## src/rtl/id_ex_stage.sv

```systemverilog
// id_ex_stage: decode -> ALU pipeline register.
// Selects the ALU operands, including forwarding from EX/MEM and MEM/WB.
// Decodes funct3/funct7 into the 4-bit alu_op.
// Uses a valid/ready handshake with flush.
// Optional macro ILLEGAL_OP_EN adds a registered out_illegal flag for
// undefined funct7 encodings.
module id_ex_stage #(
    parameter int XLEN      = 32,
    parameter int REG_IDX_W = 5
) (
    input  logic                 clk,
    input  logic                 rst_n,
    input  logic                 in_valid,
    output logic                 in_ready,
    input  logic [1:0]           insn_type,
    input  logic [2:0]           funct3,
    input  logic                 funct7_b5,
    input  logic [REG_IDX_W-1:0] rs1_idx,
    input  logic [REG_IDX_W-1:0] rs2_idx,
    input  logic [REG_IDX_W-1:0] rd_idx,
    input  logic [XLEN-1:0]      rs1_data,
    input  logic [XLEN-1:0]      rs2_data,
    input  logic [XLEN-1:0]      imm,
    input  logic [XLEN-1:0]      pc,
    input  logic                 flush,
    input  logic                 exm_fwd_valid,
    input  logic [REG_IDX_W-1:0] exm_fwd_rd,
    input  logic [XLEN-1:0]      exm_fwd_data,
    input  logic                 mwb_fwd_valid,
    input  logic [REG_IDX_W-1:0] mwb_fwd_rd,
    input  logic [XLEN-1:0]      mwb_fwd_data,
    output logic                 out_valid,
    input  logic                 out_ready,
    output logic [XLEN-1:0]      alu_a,
    output logic [XLEN-1:0]      alu_b,
    output logic [3:0]           alu_op,
    output logic [REG_IDX_W-1:0] out_rd,
`ifdef ILLEGAL_OP_EN
    output logic                 out_illegal,
`endif
    output logic [XLEN-1:0]      out_pc
);

    localparam logic [1:0] T_R     = 2'b00;
    localparam logic [1:0] T_I     = 2'b01;
    localparam logic [1:0] T_LUI   = 2'b10;

    localparam logic [3:0] OP_ADD  = 4'b0000;
    localparam logic [3:0] OP_SUB  = 4'b0001;
    localparam logic [3:0] OP_AND  = 4'b0010;
    localparam logic [3:0] OP_OR   = 4'b0011;
    localparam logic [3:0] OP_XOR  = 4'b0100;
    localparam logic [3:0] OP_SLL  = 4'b0101;
    localparam logic [3:0] OP_SRL  = 4'b0110;
    localparam logic [3:0] OP_SRA  = 4'b0111;
    localparam logic [3:0] OP_SLT  = 4'b1000;
    localparam logic [3:0] OP_SLTU = 4'b1001;

    logic            load;
    logic [XLEN-1:0] fwd_rs1, fwd_rs2;
    logic [XLEN-1:0] nxt_a, nxt_b;
    logic [3:0]      nxt_op;

    // x0 reads as zero; otherwise the youngest in-flight writer wins.
    function automatic logic [XLEN-1:0] fwd_sel(
        input logic [REG_IDX_W-1:0] idx,
        input logic [XLEN-1:0]      rf_data,
        input logic                 exm_v,
        input logic [REG_IDX_W-1:0] exm_rd,
        input logic [XLEN-1:0]      exm_d,
        input logic                 mwb_v,
        input logic [REG_IDX_W-1:0] mwb_rd,
        input logic [XLEN-1:0]      mwb_d
    );
        if (idx == '0)                     return '0;
        else if (exm_v && exm_rd == idx)   return exm_d;
        else if (mwb_v && mwb_rd == idx)   return mwb_d;
        else                               return rf_data;
    endfunction

    assign in_ready = !out_valid || out_ready;
    assign load     = in_valid && in_ready && !flush;

    assign fwd_rs1 = fwd_sel(rs1_idx, rs1_data, exm_fwd_valid, exm_fwd_rd, exm_fwd_data,
                             mwb_fwd_valid, mwb_fwd_rd, mwb_fwd_data);
    assign fwd_rs2 = fwd_sel(rs2_idx, rs2_data, exm_fwd_valid, exm_fwd_rd, exm_fwd_data,
                             mwb_fwd_valid, mwb_fwd_rd, mwb_fwd_data);

    // Operand select and ALU-op decode for the incoming instruction.
    always_comb begin
        nxt_a  = fwd_rs1;
        nxt_b  = imm;
        nxt_op = OP_ADD;
        case (insn_type)
            T_R:     nxt_b = fwd_rs2;
            T_I:     nxt_b = imm;
            T_LUI:   nxt_a = '0;
            default: nxt_a = pc;   // AUIPC
        endcase
        if (insn_type == T_R || insn_type == T_I) begin
            case (funct3)
                3'b000:  nxt_op = (insn_type == T_R && funct7_b5) ? OP_SUB : OP_ADD;
                3'b001:  nxt_op = OP_SLL;
                3'b010:  nxt_op = OP_SLT;
                3'b011:  nxt_op = OP_SLTU;
                3'b100:  nxt_op = OP_XOR;
                3'b101:  nxt_op = funct7_b5 ? OP_SRA : OP_SRL;
                3'b110:  nxt_op = OP_OR;
                default: nxt_op = OP_AND;
            endcase
        end
    end

    // Valid bit: flush beats load, and a drain without load empties the stage.
    always_ff @(posedge clk or negedge rst_n) begin
        if (!rst_n)          out_valid <= 1'b0;
        else if (flush)      out_valid <= 1'b0;
        else if (load)       out_valid <= 1'b1;
        else if (out_ready)  out_valid <= 1'b0;
    end

    // Payload only moves on load, so it stays frozen while held.
    always_ff @(posedge clk or negedge rst_n) begin
        if (!rst_n) begin
            alu_a  <= '0;
            alu_b  <= '0;
            alu_op <= '0;
            out_rd <= '0;
            out_pc <= '0;
        end else if (load) begin
            alu_a  <= nxt_a;
            alu_b  <= nxt_b;
            alu_op <= nxt_op;
            out_rd <= rd_idx;
            out_pc <= pc;
        end
    end

`ifdef ILLEGAL_OP_EN
    // Flag funct7 encodings that RV32I leaves undefined.
    always_ff @(posedge clk or negedge rst_n) begin
        if (!rst_n)
            out_illegal <= 1'b0;
        else if (load)
            out_illegal <= (insn_type == T_R && funct7_b5 && funct3 != 3'b000 && funct3 != 3'b101)
                        || (insn_type == T_I && funct7_b5 && funct3 == 3'b001);
    end
`endif

endmodule

```

## config.mk

```make
export PLATFORM = sky130hd
export DESIGN_NAME = id_ex_stage
export DESIGN_NICKNAME = d
export VERILOG_FILES = /design/src/rtl/id_ex_stage.sv
export SDC_FILE = /design/constraint.sdc
export NUM_CORES = 1
export LEC_CHECK = 0
export ABC_CLOCK_PERIOD_IN_PS = 3000
export BUFFER_PORTS_ARGS = -buffer_cell sky130_fd_sc_hd__buf_2
export CORE_MARGIN = 2
export CORE_UTILIZATION = 36
export CTS_CLUSTER_SIZE = 20
export DETAILED_ROUTE_END_ITERATION = 8
export PLACE_DENSITY_LB_ADDON = 0.12
export SLEW_MARGIN = 15
export SYNTH_ARGS = -nofsm -noshare
export SYNTH_HDL_FRONTEND = slang
export SYNTH_SLANG_ARGS = --single-unit
```

## constraint.sdc

```tcl
create_clock -name clk -period 3 [get_ports clk]
set_input_delay 0.9 -clock clk [delete_from_list [all_inputs] [get_ports clk]]
set_output_delay 0.9 -clock clk [all_outputs]
set_load 0.02 [all_outputs]
```

==> out/qor.yml, run 1 <==
floorplanning:
  io-pin-count: 337
  floorplan.initialDensity_pct: 36.4
  chipWidth_um: 133
  die_area_um2: 17600
  core_area_um2: 16400
  row_count: 47
  die-height_um: 133
cells_and_area:
  mostFrequentLayoutCells: "sky130_fd_sc_hd__buf_2 (335), sky130_fd_sc_hd__nand2_1 (119), sky130_fd_sc_hd__dfrtp_1 (106)"
  synthToLayoutAreaGrowth_pct: 38.2
  finish.instance_area_um2: 8260
  postLayoutCoreUtil_pct: 50.3
  layout-drive-gt1-share_pct: 40.4
  number_of_nets_in_the_finished_design: 1239
  most_common_cell_after_layout_fill_and_taps_aside: "sky130_fd_sc_hd__buf_2"
place:
  postPlaceCellArea_um2: 7920
  placement.io_buffers: 336
  gp_routability_congestion: 0.896
  placement.setup.worst_slack_ns: 0.259
  final_hpwl_from_detailed_placement_um: 18200
synth:
  synthesis.instances: 701
  synth.avg_cell_area_um2: 8.52
  count_of_state_elements_after_synthesis: 106
  yosys_warnings: 0
  synthesized_net_count: 931
  async_reset_ff_share_pct: 100
  mappedNetlistArea_um2: 5980
  synth_sequential_area_ratio_pct: 44.4
  synth-main-ff-cell: "sky130_fd_sc_hd__dfrtp_1"
  number_of_flops_mapped_to_enable_cells_by_yosys: 0
  post_synth_num_cell_types: 38
detailed_routing:
  antenna_violating_nets_post_route: 0
  drt_drc_violations_left: 0
  viasPerCell: 5.50
  number_of_search_and_repair_iterations_in_the_first_detailed_routing_pass: 5
  routedWlPerCell_um: 20.6
  routed_wl_um: 25500
  vias: 6805
  dr.first_iter.drc_count: 539
sta:
  layout_worst_path_cycle_share_pct: 80.0
  grt_setup_unrepaired: "false"
  final_critical_path_setup_slack_ns: 0.599
  setup_tns_ns: 0
  post-route-min-period_ns: 2.40
  worst_pin_slew_ns: 0.915
  hold_violations: 0
  final_setup_violations: 0
  worst_clock_skew_ns: 0.00762
  final-max-slew-violation-count: 0
  max_freq_ghz: 0.417
  timing.slew.headroom_pct: 39.0
cts:
  postCtsSetupRepairBufs: 0
  tritoncts.num_buffers: 9
  clk_transition_reported_paths_ns: 0.08
  clock-root-buffer: "sky130_fd_sc_hd__clkbuf_16"
  cts_repair_resize_count: 0
  clock_sinks: 106
  clk_latency_ns: 0.35
  cts.htree.levels: 3
  holdBufCountCts: 0
  tritoncts: "yes"
  clockBufferDepth: 2
global_routing:
  track_usage_pct: 28.4
  first_global_vias: 6767
  wire_length_of_the_first_global_routing_pass_um: 38800
  grt_max_degree: 102
  overflow: 0
  antenna_violations_before_repair: 2
power:
  power.leakage_uw: 0.00395
  max-vdd-ir-drop_v: 0.000258
  power_density_nw_per_um2: 536
run_status:
  run_status: "complete, no violations"
run:
  maxCapViolations: 0
worst_setup_path:
  timing.critical_path.fanout_max: 20
  regToRegSetupSlack_ns: 0.75
  endpoint_kind: "flip-flop"
  crit_path_required_time_ns: 3.27
  critical_path_class: "input pin to flip-flop"
  crit_path_start_kind: "input pin"
  arrival_ns: 2.67
min_path:
  min_delay_worst_type: "flip-flop to flip-flop"
## cell usage after synthesis, types with 3 or more instances
library cell / instances / area share, %
sky130_fd_sc_hd__and2_1: 33 / 3.5
sky130_fd_sc_hd__a221oi_1: 43 / 6.3
sky130_fd_sc_hd__dfrtp_1: 106 / 44
sky130_fd_sc_hd__buf_6: 4 / 0.75
sky130_fd_sc_hd__nor3_1: 3 / 0.25
sky130_fd_sc_hd__inv_1: 4 / 0.25
sky130_fd_sc_hd__xor2_1: 6 / 0.88
sky130_fd_sc_hd__o22ai_1: 64 / 6.7
sky130_fd_sc_hd__nand2_1: 119 / 7.5
sky130_fd_sc_hd__a221oi_2: 21 / 5.3
sky130_fd_sc_hd__buf_1: 3 / 0.19
sky130_fd_sc_hd__nand3_1: 3 / 0.25
sky130_fd_sc_hd__a21oi_1: 64 / 5.4
sky130_fd_sc_hd__o21ai_0: 65 / 5.4
sky130_fd_sc_hd__clkbuf_1: 52 / 3.3
sky130_fd_sc_hd__nor2_1: 70 / 4.4
sky130_fd_sc_hd__xnor2_1: 14 / 2.1
sky130_fd_sc_hd__buf_2: 7 / 0.59
## layer usage
metal | vias to the layer above | share of wire, % | routed length [um] | GRT usage (%)
met5 | - | 0 | 0 | 0
met4 | 0 | 3.4 | 873 | 12.5
met3 | 61 | 8.2 | 2100 | 6.02
met2 | 390 | 48 | 12200 | 45.8
met1 | 3195 | 41 | 10300 | 37.0
li1 | 3159 | - | - | -
## registers in the layout, summed over array words and instances (netlist names)
name	flops
alu_op	4
out_rd	5
out_pc	32
out_valid	1
alu_a	32
alu_b	32
## cells by family after synthesis
| family | Yosys count | synth area share [%] |
|---|---|---|
| compound gates | 263 | 29.9 |
| mux | 1 | 0.168 |
| buf+inv | 71 | 5.38 |
| xor+xnor | 20 | 2.93 |
| simple gates | 240 | 17.3 |
| flops | 106 | 44.4 |
## critical path, stage by stage
cell and delay [ns]:
sky130_fd_sc_hd__buf_2 0.10, sky130_fd_sc_hd__or2_1 0.26, sky130_fd_sc_hd__nor3_2 0.69, sky130_fd_sc_hd__buf_4 0.38
sky130_fd_sc_hd__o21ai_0 0.16, sky130_fd_sc_hd__o22ai_1 0.17
## where the power goes
group          internal [uW]  switching (uW)  leakage (uW)
registers               1650             123       0.00125
clock network            758             580      0.000155
logic                    499             816       0.00255
total                   2910            1520       0.00395
## final cells by class
class                      instances  area (um2)
multi-input combinational        524        3040
tap                              220         275
fill                            1637        8150
antenna                            3        7.51
clock inverter                     6        88.8
sequential                       106        2650
inverter                           4        15.0
timing repair buffer             364        1940
clock buffer                      10         239
## stage by stage
step	cells	total power [uW]	hold slack [ns]
floorplan	701	2500	0.583
global placement	1218	3110	0.450
detailed placement	1218	3110	0.454
CTS	1234	4450	0.470
global route	1236	4630	0.492
finish	1237	4430	0.471
## path summary, 6_finish.rpt
| check | startpoint | end | cells past startpoint |
|---|---|---|---|
| setup reg to reg | out_valid | alu_b[16] | 7 |
| min in group asynchronous | rst_n | out_pc[22] | 1 |
| hold / removal | out_rd[2] | out_rd[2] | 2 |
| setup / recovery | insn_type[1] | alu_b[16] | 6 |
| max in group asynchronous | rst_n | out_rd[0] | 2 |
| hold reg to reg | out_rd[2] | out_rd[2] | 2 |
(Power assumes the default switching activity.)
==> run 2: changes to the inputs <==
- ABC_AREA: default -> 1
- ABC_CLOCK_PERIOD_IN_PS: 3000 -> 2000
- clock period: 3 -> 2 ns (I/O delays scaled with it)
==> run 2 against run 1 <==
Routed wire length increased by 7.5%. Count of clock-buffer cells in the layout decreased by 1. Setup slack got worse by 0.40 ns. Die area increased by 14%. Non-clock buffer count increased by 2. Sequential power increased by 52%. Clock skew increased by 0.0028 ns. Power increased by 54%. Global-route usage decreased by 1.5 points. Synthesized cell count increased by 43%. Area after synthesis increased by 15%. Register-to-register slack got worse by 0.32 ns. Largest cell class unchanged.
==> out/qor.yml, run 2 <==
cts:
  tritoncts: "yes"
  clockBufferDepth: 2  # unchanged
  postCtsSetupRepairBufs: 0  # unchanged
  cts.htree.levels: 3  # unchanged
  clock_sinks: 106  # unchanged
  holdBufCountCts: 0  # unchanged
  clk_transition_reported_paths_ns: 0.09  # about the same
  clock-root-buffer: "sky130_fd_sc_hd__clkbuf_16"
  clk_latency_ns: 0.35  # about the same
  cts_repair_resize_count: 0  # unchanged
  tritoncts.num_buffers: 9  # unchanged
sta:
  final_setup_violations: 0  # unchanged
  final-max-slew-violation-count: 0  # unchanged
  layout_worst_path_cycle_share_pct: 90.2
  timing.slew.headroom_pct: 78.8  # +40 points
  grt_setup_unrepaired: "false"
  setup_tns_ns: 0  # unchanged
  post-route-min-period_ns: 1.80
  worst_pin_slew_ns: 0.317  # -0.598 ns
  max_freq_ghz: 0.554
  hold_violations: 0  # unchanged
  worst_clock_skew_ns: 0.0104  # +0.00280 ns
cells_and_area:
  layout-drive-gt1-share_pct: 35.7  # -4.8 points
  most_common_cell_after_layout_fill_and_taps_aside: "sky130_fd_sc_hd__buf_2"
  largestRegisters: "alu_a x32, alu_b x32, out_pc x32"
  postLayoutCoreUtil_pct: 49.2  # -1.1 points
  multi_input_area_um2: 3710  # +22%
  synthToLayoutAreaGrowth_pct: 34.1
  mostFrequentLayoutCells: "sky130_fd_sc_hd__buf_2 (335), sky130_fd_sc_hd__nand2_1 (305), sky130_fd_sc_hd__nor2_1 (207)"
  fillCellCount: 1988  # +21%
  number_of_nets_in_the_finished_design: 1546  # +25%
  seq_area_um2: 2650  # unchanged
worst_setup_path:
  critical_path_class: "flip-flop to output port"
  timing.critical_path.fanout_max: 2  # -90%
  arrival_ns: 1.20  # -1.47 ns
  crit_path_start_kind: "flip-flop"
  crit_path_required_time_ns: 1.40  # -1.87 ns
  endpoint_kind: "output port"
detailed_routing:
  vias: 7883  # +16%
  routedWlPerCell_um: 17.6  # -15%
  dr.first_iter.drc_count: 555  # +3.0%
  drt_drc_violations_left: 0  # unchanged
  antenna_violating_nets_post_route: 0  # unchanged
  viasPerCell: 5.06  # -8.0%
  routed_wl_um: 27400  # +7.5%
  number_of_search_and_repair_iterations_in_the_first_detailed_routing_pass: 5  # unchanged
floorplanning:
  die_area_um2: 20200  # +14%
  core_area_um2: 18700  # +14%
  chipWidth_um: 142  # +7.0%
  floorplan.initialDensity_pct: 36.7  # +0.28 points
  io-pin-count: 337  # unchanged
  row_count: 50  # +6.4%
  die-height_um: 142  # +7.0%
place:
  placement.io_buffers: 336  # unchanged
  final_hpwl_from_detailed_placement_um: 21100  # +16%
  gp_routability_congestion: 0.938  # +4.7%
run:
  maxCapViolations: 0  # unchanged
power:
  power_density_nw_per_um2: 740  # +38%
  power.leakage_uw: 0.00493  # +25%
  max-vdd-ir-drop_v: 0.000494  # +91%
  fin_total_pwr_uw: 6810  # +54%
global_routing:
  antenna_violations_before_repair: 3  # +1
  first_global_vias: 7531  # +11%
  overflow: 0  # unchanged
  grt_max_degree: 65  # -36%
  wire_length_of_the_first_global_routing_pass_um: 41900  # +8.2%
  track_usage_pct: 27.0  # -1.5 points
min_path:
  min_delay_worst_type: "input pin to asynchronous set/reset pin"
synth:
  synthesis.instances: 1003  # +43%
  synth_most_common_cell: "sky130_fd_sc_hd__nand2_1"
  synthesized_net_count: 1233  # +32%
  yosys_warnings: 0  # unchanged
  count_of_state_elements_after_synthesis: 106  # unchanged
  number_of_flops_mapped_to_enable_cells_by_yosys: 0  # unchanged
  synth_top_cells_by_count: "sky130_fd_sc_hd__nand2_1 (305), sky130_fd_sc_hd__nor2_1 (207), sky130_fd_sc_hd__nand3_1 (133), sky130_fd_sc_hd__dfrtp_1 (106), sky130_fd_sc_hd__a21oi_1 (73)"
  mappedNetlistArea_um2: 6870  # +15%
  synthTopCellsByArea: "sky130_fd_sc_hd__dfrtp_1 (39%), sky130_fd_sc_hd__nand2_1 (17%), sky130_fd_sc_hd__nor2_1 (11%)"
  async_reset_ff_share_pct: 100  # unchanged
  synth.avg_cell_area_um2: 6.84  # -20%
  post_synth_num_cell_types: 22  # -42%
  synthDominantCellAreaShare_pct: 38.6  # -5.8 points
  netlist.top_cell.by_area: "sky130_fd_sc_hd__dfrtp_1"
  synth_sequential_area_ratio_pct: 38.6  # -5.8 points
  synth-main-ff-cell: "sky130_fd_sc_hd__dfrtp_1"
run_status:
  run_status: "complete, no violations"
-- run 2: changes by cell type after synthesis, sizes merged, moves of 6 or more --
| cell | before | now |
|---|---|---|
| nand2 | 119 | 305 |
| nor2 | 70 | 215 |
| nand3 | 3 | 137 |
| a21oi | 64 | 132 |
| a221oi | 64 | 0 |
| o21ai | 65 | 3 |
| o22ai | 64 | 2 |
| clkbuf | 52 | 13 |
| buf | 15 | 51 |
| and2 | 33 | 0 |
| inv | 4 | 33 |
| xnor2 | 14 | 0 |
| xor2 | 6 | 0 |
-- run 2: worst max-delay path, stage by stage (launching register included) --
cell and delay [ns]:
sky130_fd_sc_hd__dfrtp_1 0.36, sky130_fd_sc_hd__inv_1 0.04, sky130_fd_sc_hd__nor2_1 0.20, sky130_fd_sc_hd__inv_1 0.09, sky130_fd_sc_hd__buf_2 0.17
-- run 2: cell families (layout without fill, tap and decap cells) --
family                 Yosys count  count (layout)  synth area share (%)
AOI/OAI and AO/OA              140             140                  13.6
and+or+nand+nor                660             660                  39.7
DFF                            106             106                  38.6
buffers and inverters           97             415                  8.09
other                            0               3                     0
-- run 2: worst paths after layout --
check | depth (start not counted) | endpoint | startpoint | slack (ns)
min in group clk | 2 | out_valid | flush | 0.44
setup / recovery | 4 | in_ready | out_valid | 0.20
setup reg to reg | 7 | alu_b[20] | out_valid | 0.43
max in group asynchronous | 2 | out_pc[31] | rst_n | 1.32
hold / removal | 1 | out_rd[1] | rst_n | 0.11
hold reg to reg | 2 | out_pc[10] | out_pc[10] | 0.47
-- run 2: where the power goes --
| group | leakage [uW] | total [uW] | internal, uW | switching (uW) |
|---|---|---|---|---|
| clock | 0.000147 | 1870 | 899 | 975 |
| combinational | 0.00353 | 2250 | 809 | 1440 |
| sequential | 0.00125 | 2690 | 2480 | 207 |
| total | 0.00493 | 6810 | 4190 | 2620 |
-- run 2: cell type report --
class                   count  share of cell area [%]
diodes                      3                  0.0816
multi-input cells         800                    40.3
clock inverters             7                   0.924
flip-flops and latches    106                    28.8
well taps                 234                    3.18
clock buffers               9                    2.45
repair buffers            366                    22.9
inverters                  33                    1.36
-- run 2: per-stage QoR --
stage               cell area (um2)  setup slack (ns)  cells  hold WS [ns]
floorplan                      6870             0.441   1003         0.304
global placement               8890            0.0548   1539         0.448
detailed placement             8890            0.0599   1539         0.456
CTS                            9200             0.178   1555         0.105
global route                   9200            0.0428   1557         0.109
finish                         9200             0.195   1558         0.111
-- run 2: per-layer routing --
layer	share of wire [%]	track usage, %	wire [um]
met5	0	0	0
met4	1.5	6.89	405
met3	7.2	4.41	1960
met2	49	45.7	13400
met1	42	35.9	11600
==> run 3: changes to the inputs <==
- ABC_AREA: 1 -> default
==> run 3 against run 2 <==
The flow now finishes with violations (setup timing). Setup slack got worse by 0.22 ns. First-iteration DRC count decreased by 19%. Core utilization increased by 4.5 points. Power decreased by 4.8%. Final cell count decreased by 18%. Clock power decreased by 7%. Critical path depth increased by 3. Non-clock buffer count increased by 35. Sequential power about the same. Register-to-register slack got worse by 0.15 ns. Hold slack improved by 0.0014 ns. Largest cell class unchanged. Largest power group unchanged.
==> out/qor.yml, run 3 (synthesis gave the netlist of run 1 again) <==
detailed_routing:
  antenna_violating_nets_post_route: 0  # unchanged
  vias: 6966  # -12%
  dr.first_iter.drc_count: 451  # -19%
  routed_wl_um: 25900  # -5.6%
  viasPerCell: 5.48  # +8.3%
  routedWlPerCell_um: 20.3  # +16%
  number_of_search_and_repair_iterations_in_the_first_detailed_routing_pass: 5  # unchanged
  drt_drc_violations_left: 0  # unchanged
worst_setup_path:
  crit_path_required_time_ns: 2.22  # +0.82 ns
  crit_path_start_kind: "input pin"
  critical_path.max_stage_delay_ns: 0.42  # +0.06 ns
  arrival_ns: 2.24  # +1.04 ns
  cpMaxStageDelayCell: "sky130_fd_sc_hd__or3_1"
  regToRegSetupSlack_ns: 0.28  # -0.15 ns
  worstSetupStartpoint: "rs2_idx[0]"
  critical_path.reg2reg.endpoint: "alu_a[21]"
  worst_setup_path_endpoint: "alu_b[6]"
  critical_path_class: "input pin to flip-flop"
  timing.reg2reg.worst_path_depth: 8  # +1
  worstPathCellList: "buf_2, xnor2_1, nand3_1, or3_1, buf_4, a221oi_1, o22ai_1"
  crit-reg2reg-launch: "out_valid"
  endpoint_kind: "flip-flop"
  timing.critical_path.fanout_max: 19  # +17
global_routing:
  antenna_violations_before_repair: 0  # -3
  overflow: 0  # unchanged
  grt_max_degree: 54  # -17%
  track_usage_pct: 28.6  # +1.7 points
  wire_length_of_the_first_global_routing_pass_um: 39000  # -7.0%
  first_global_vias: 6966  # -7.5%
cells_and_area:
  largestRegisters: "alu_a x32, alu_b x32, out_pc x32"
  post_layout_nonfiller_instances: 1271  # -18%
  mostFrequentLayoutCells: "sky130_fd_sc_hd__buf_2 (330), sky130_fd_sc_hd__nand2_1 (119), sky130_fd_sc_hd__dfrtp_1 (106)"
  number_of_nets_in_the_finished_design: 1276  # -17%
  layout-drive-gt1-share_pct: 44.4  # +8.8 points
  fillCellCount: 1597  # -20%
  most_common_cell_after_layout_fill_and_taps_aside: "sky130_fd_sc_hd__buf_2"
  synthToLayoutAreaGrowth_pct: 47.6
  antenna-diode-count: 0  # -3
cts:
  tritoncts: "yes"
  clk_transition_reported_paths_ns: 0.07  # -0.02 ns
  clockBufferDepth: 2  # unchanged
  clock-root-buffer: "sky130_fd_sc_hd__clkbuf_16"
  tritoncts.num_buffers: 9  # unchanged
  holdBufCountCts: 0  # unchanged
  clk_latency_ns: 0.36  # about the same
  cts.htree.levels: 3  # unchanged
  clock_sinks: 106  # unchanged
sta:
  fin_hold_ws_ns: 0.112  # +0.00137 ns
  max_freq_ghz: 0.495  # -11%
  worst_clock_skew_ns: 0.0127  # +0.00225 ns
  timing.slew.headroom_pct: 70.3  # -8.6 points
  grt_setup_unrepaired: "true"
  post-route-min-period_ns: 2.02  # +0.215 ns
  worst_pin_slew_ns: 0.446  # +0.129 ns
  final_critical_path_setup_slack_ns: -0.0200  # -0.215 ns
  hold_violations: 0  # unchanged
  final-max-slew-violation-count: 0  # unchanged
  final_setup_violations: 1  # +1
  layout_worst_path_cycle_share_pct: 101  # +11 points
run_status:
  run_status: "finished with violations"
  failed_checks: "setup timing"
power:
  power.leakage_uw: 0.00421  # -14%
  max-vdd-ir-drop_v: 0.000399  # -19%
  power_density_nw_per_um2: 735  # -0.69%
place:
  placed_instances: 1252  # -19%
  final_hpwl_from_detailed_placement_um: 19200  # -8.7%
  placement.io_buffers: 336  # unchanged
  gp_routability_congestion: 0.915  # -2.5%
  placement.setup.worst_slack_ns: -0.363  # -0.423 ns
floorplanning:
  die-height_um: 133  # -6.5%
  die_area_um2: 17600  # -13%
  chipWidth_um: 133  # -6.5%
  io-pin-count: 337  # unchanged
  row_count: 47  # -6.0%
  floorplan.initialDensity_pct: 36.4  # -0.28 points
  core_area_um2: 16400  # -12%
min_path:
  min_delay_worst_type: "input pin to asynchronous set/reset pin"
run:
  maxCapViolations: 0  # unchanged
## run 3: layout make-up
type	count	area [um2]	area share [%]
multi-input cells	524	3200	36.3
well taps	220	275	3.12
flip-flops and latches	106	2650	30.1
repair buffers	401	2400	27.3
inverters	4	15.0	0.170
clock inverters	4	26.3	0.298
clock buffers	12	246	2.80
## run 3: through the flow
stage          utilization (%)  cell area [um2]  total power [uW]  setup TNS, ns
2_1_floorplan                -             6060              3770          -1.29
3_3_place_gp              51.1             8380              4750         -18.40
3_5_place_dp              51.1             8380              4760         -19.38
4_1_cts                   52.8             8660              6490              0
5_1_grt                   53.7             8820              6790        -0.0783
6_report                  53.7             8820              6480        -0.0200
## run 3: worst min path at each step
| stage | to | startpoint |
|---|---|---|
| after global placement | alu_op[1] | alu_op[1] |
| final | out_rd[2] | rst_n |
| after CTS | alu_a[30] | rst_n |
| after floorplan | alu_a[0] | rst_n |
| after detailed placement | out_pc[9] | out_pc[9] |
| after global routing | out_rd[2] | rst_n |
## run 3: timing repair
| action | in CTS | in global routing |
|---|---|---|
| setup buffers | 0 | 2 |
| resized for setup | 0 | 24 |
| setup endpoints to repair | 0 | 54 |
## run 3: layer usage
layer  up-vias  global-route usage (%)  share of wire (%)
li1       3236                       -                  -
met1      3276                    36.9                 41
met2       383                    46.8                 48
met3        71                    5.71                8.0
met4         0                    12.7                3.5
met5         -                       0                  0
## run 3: worst max-delay path, delay by kind of cell
| kind | cells | cell delay (ns) |
|---|---|---|
| AO/OA/AOI/OAI | 2 | 0.54 |
| buffers and inverters | 2 | 0.37 |
| XOR/XNOR | 1 | 0.17 |
| AND/OR/NAND/NOR | 2 | 0.54 |
## run 3: power by group
group	internal [uW]	leakage [uW]	switching, uW
Clock	883	0.000133	847
Sequential	2480	0.00125	181
Combinational	836	0.00284	1260
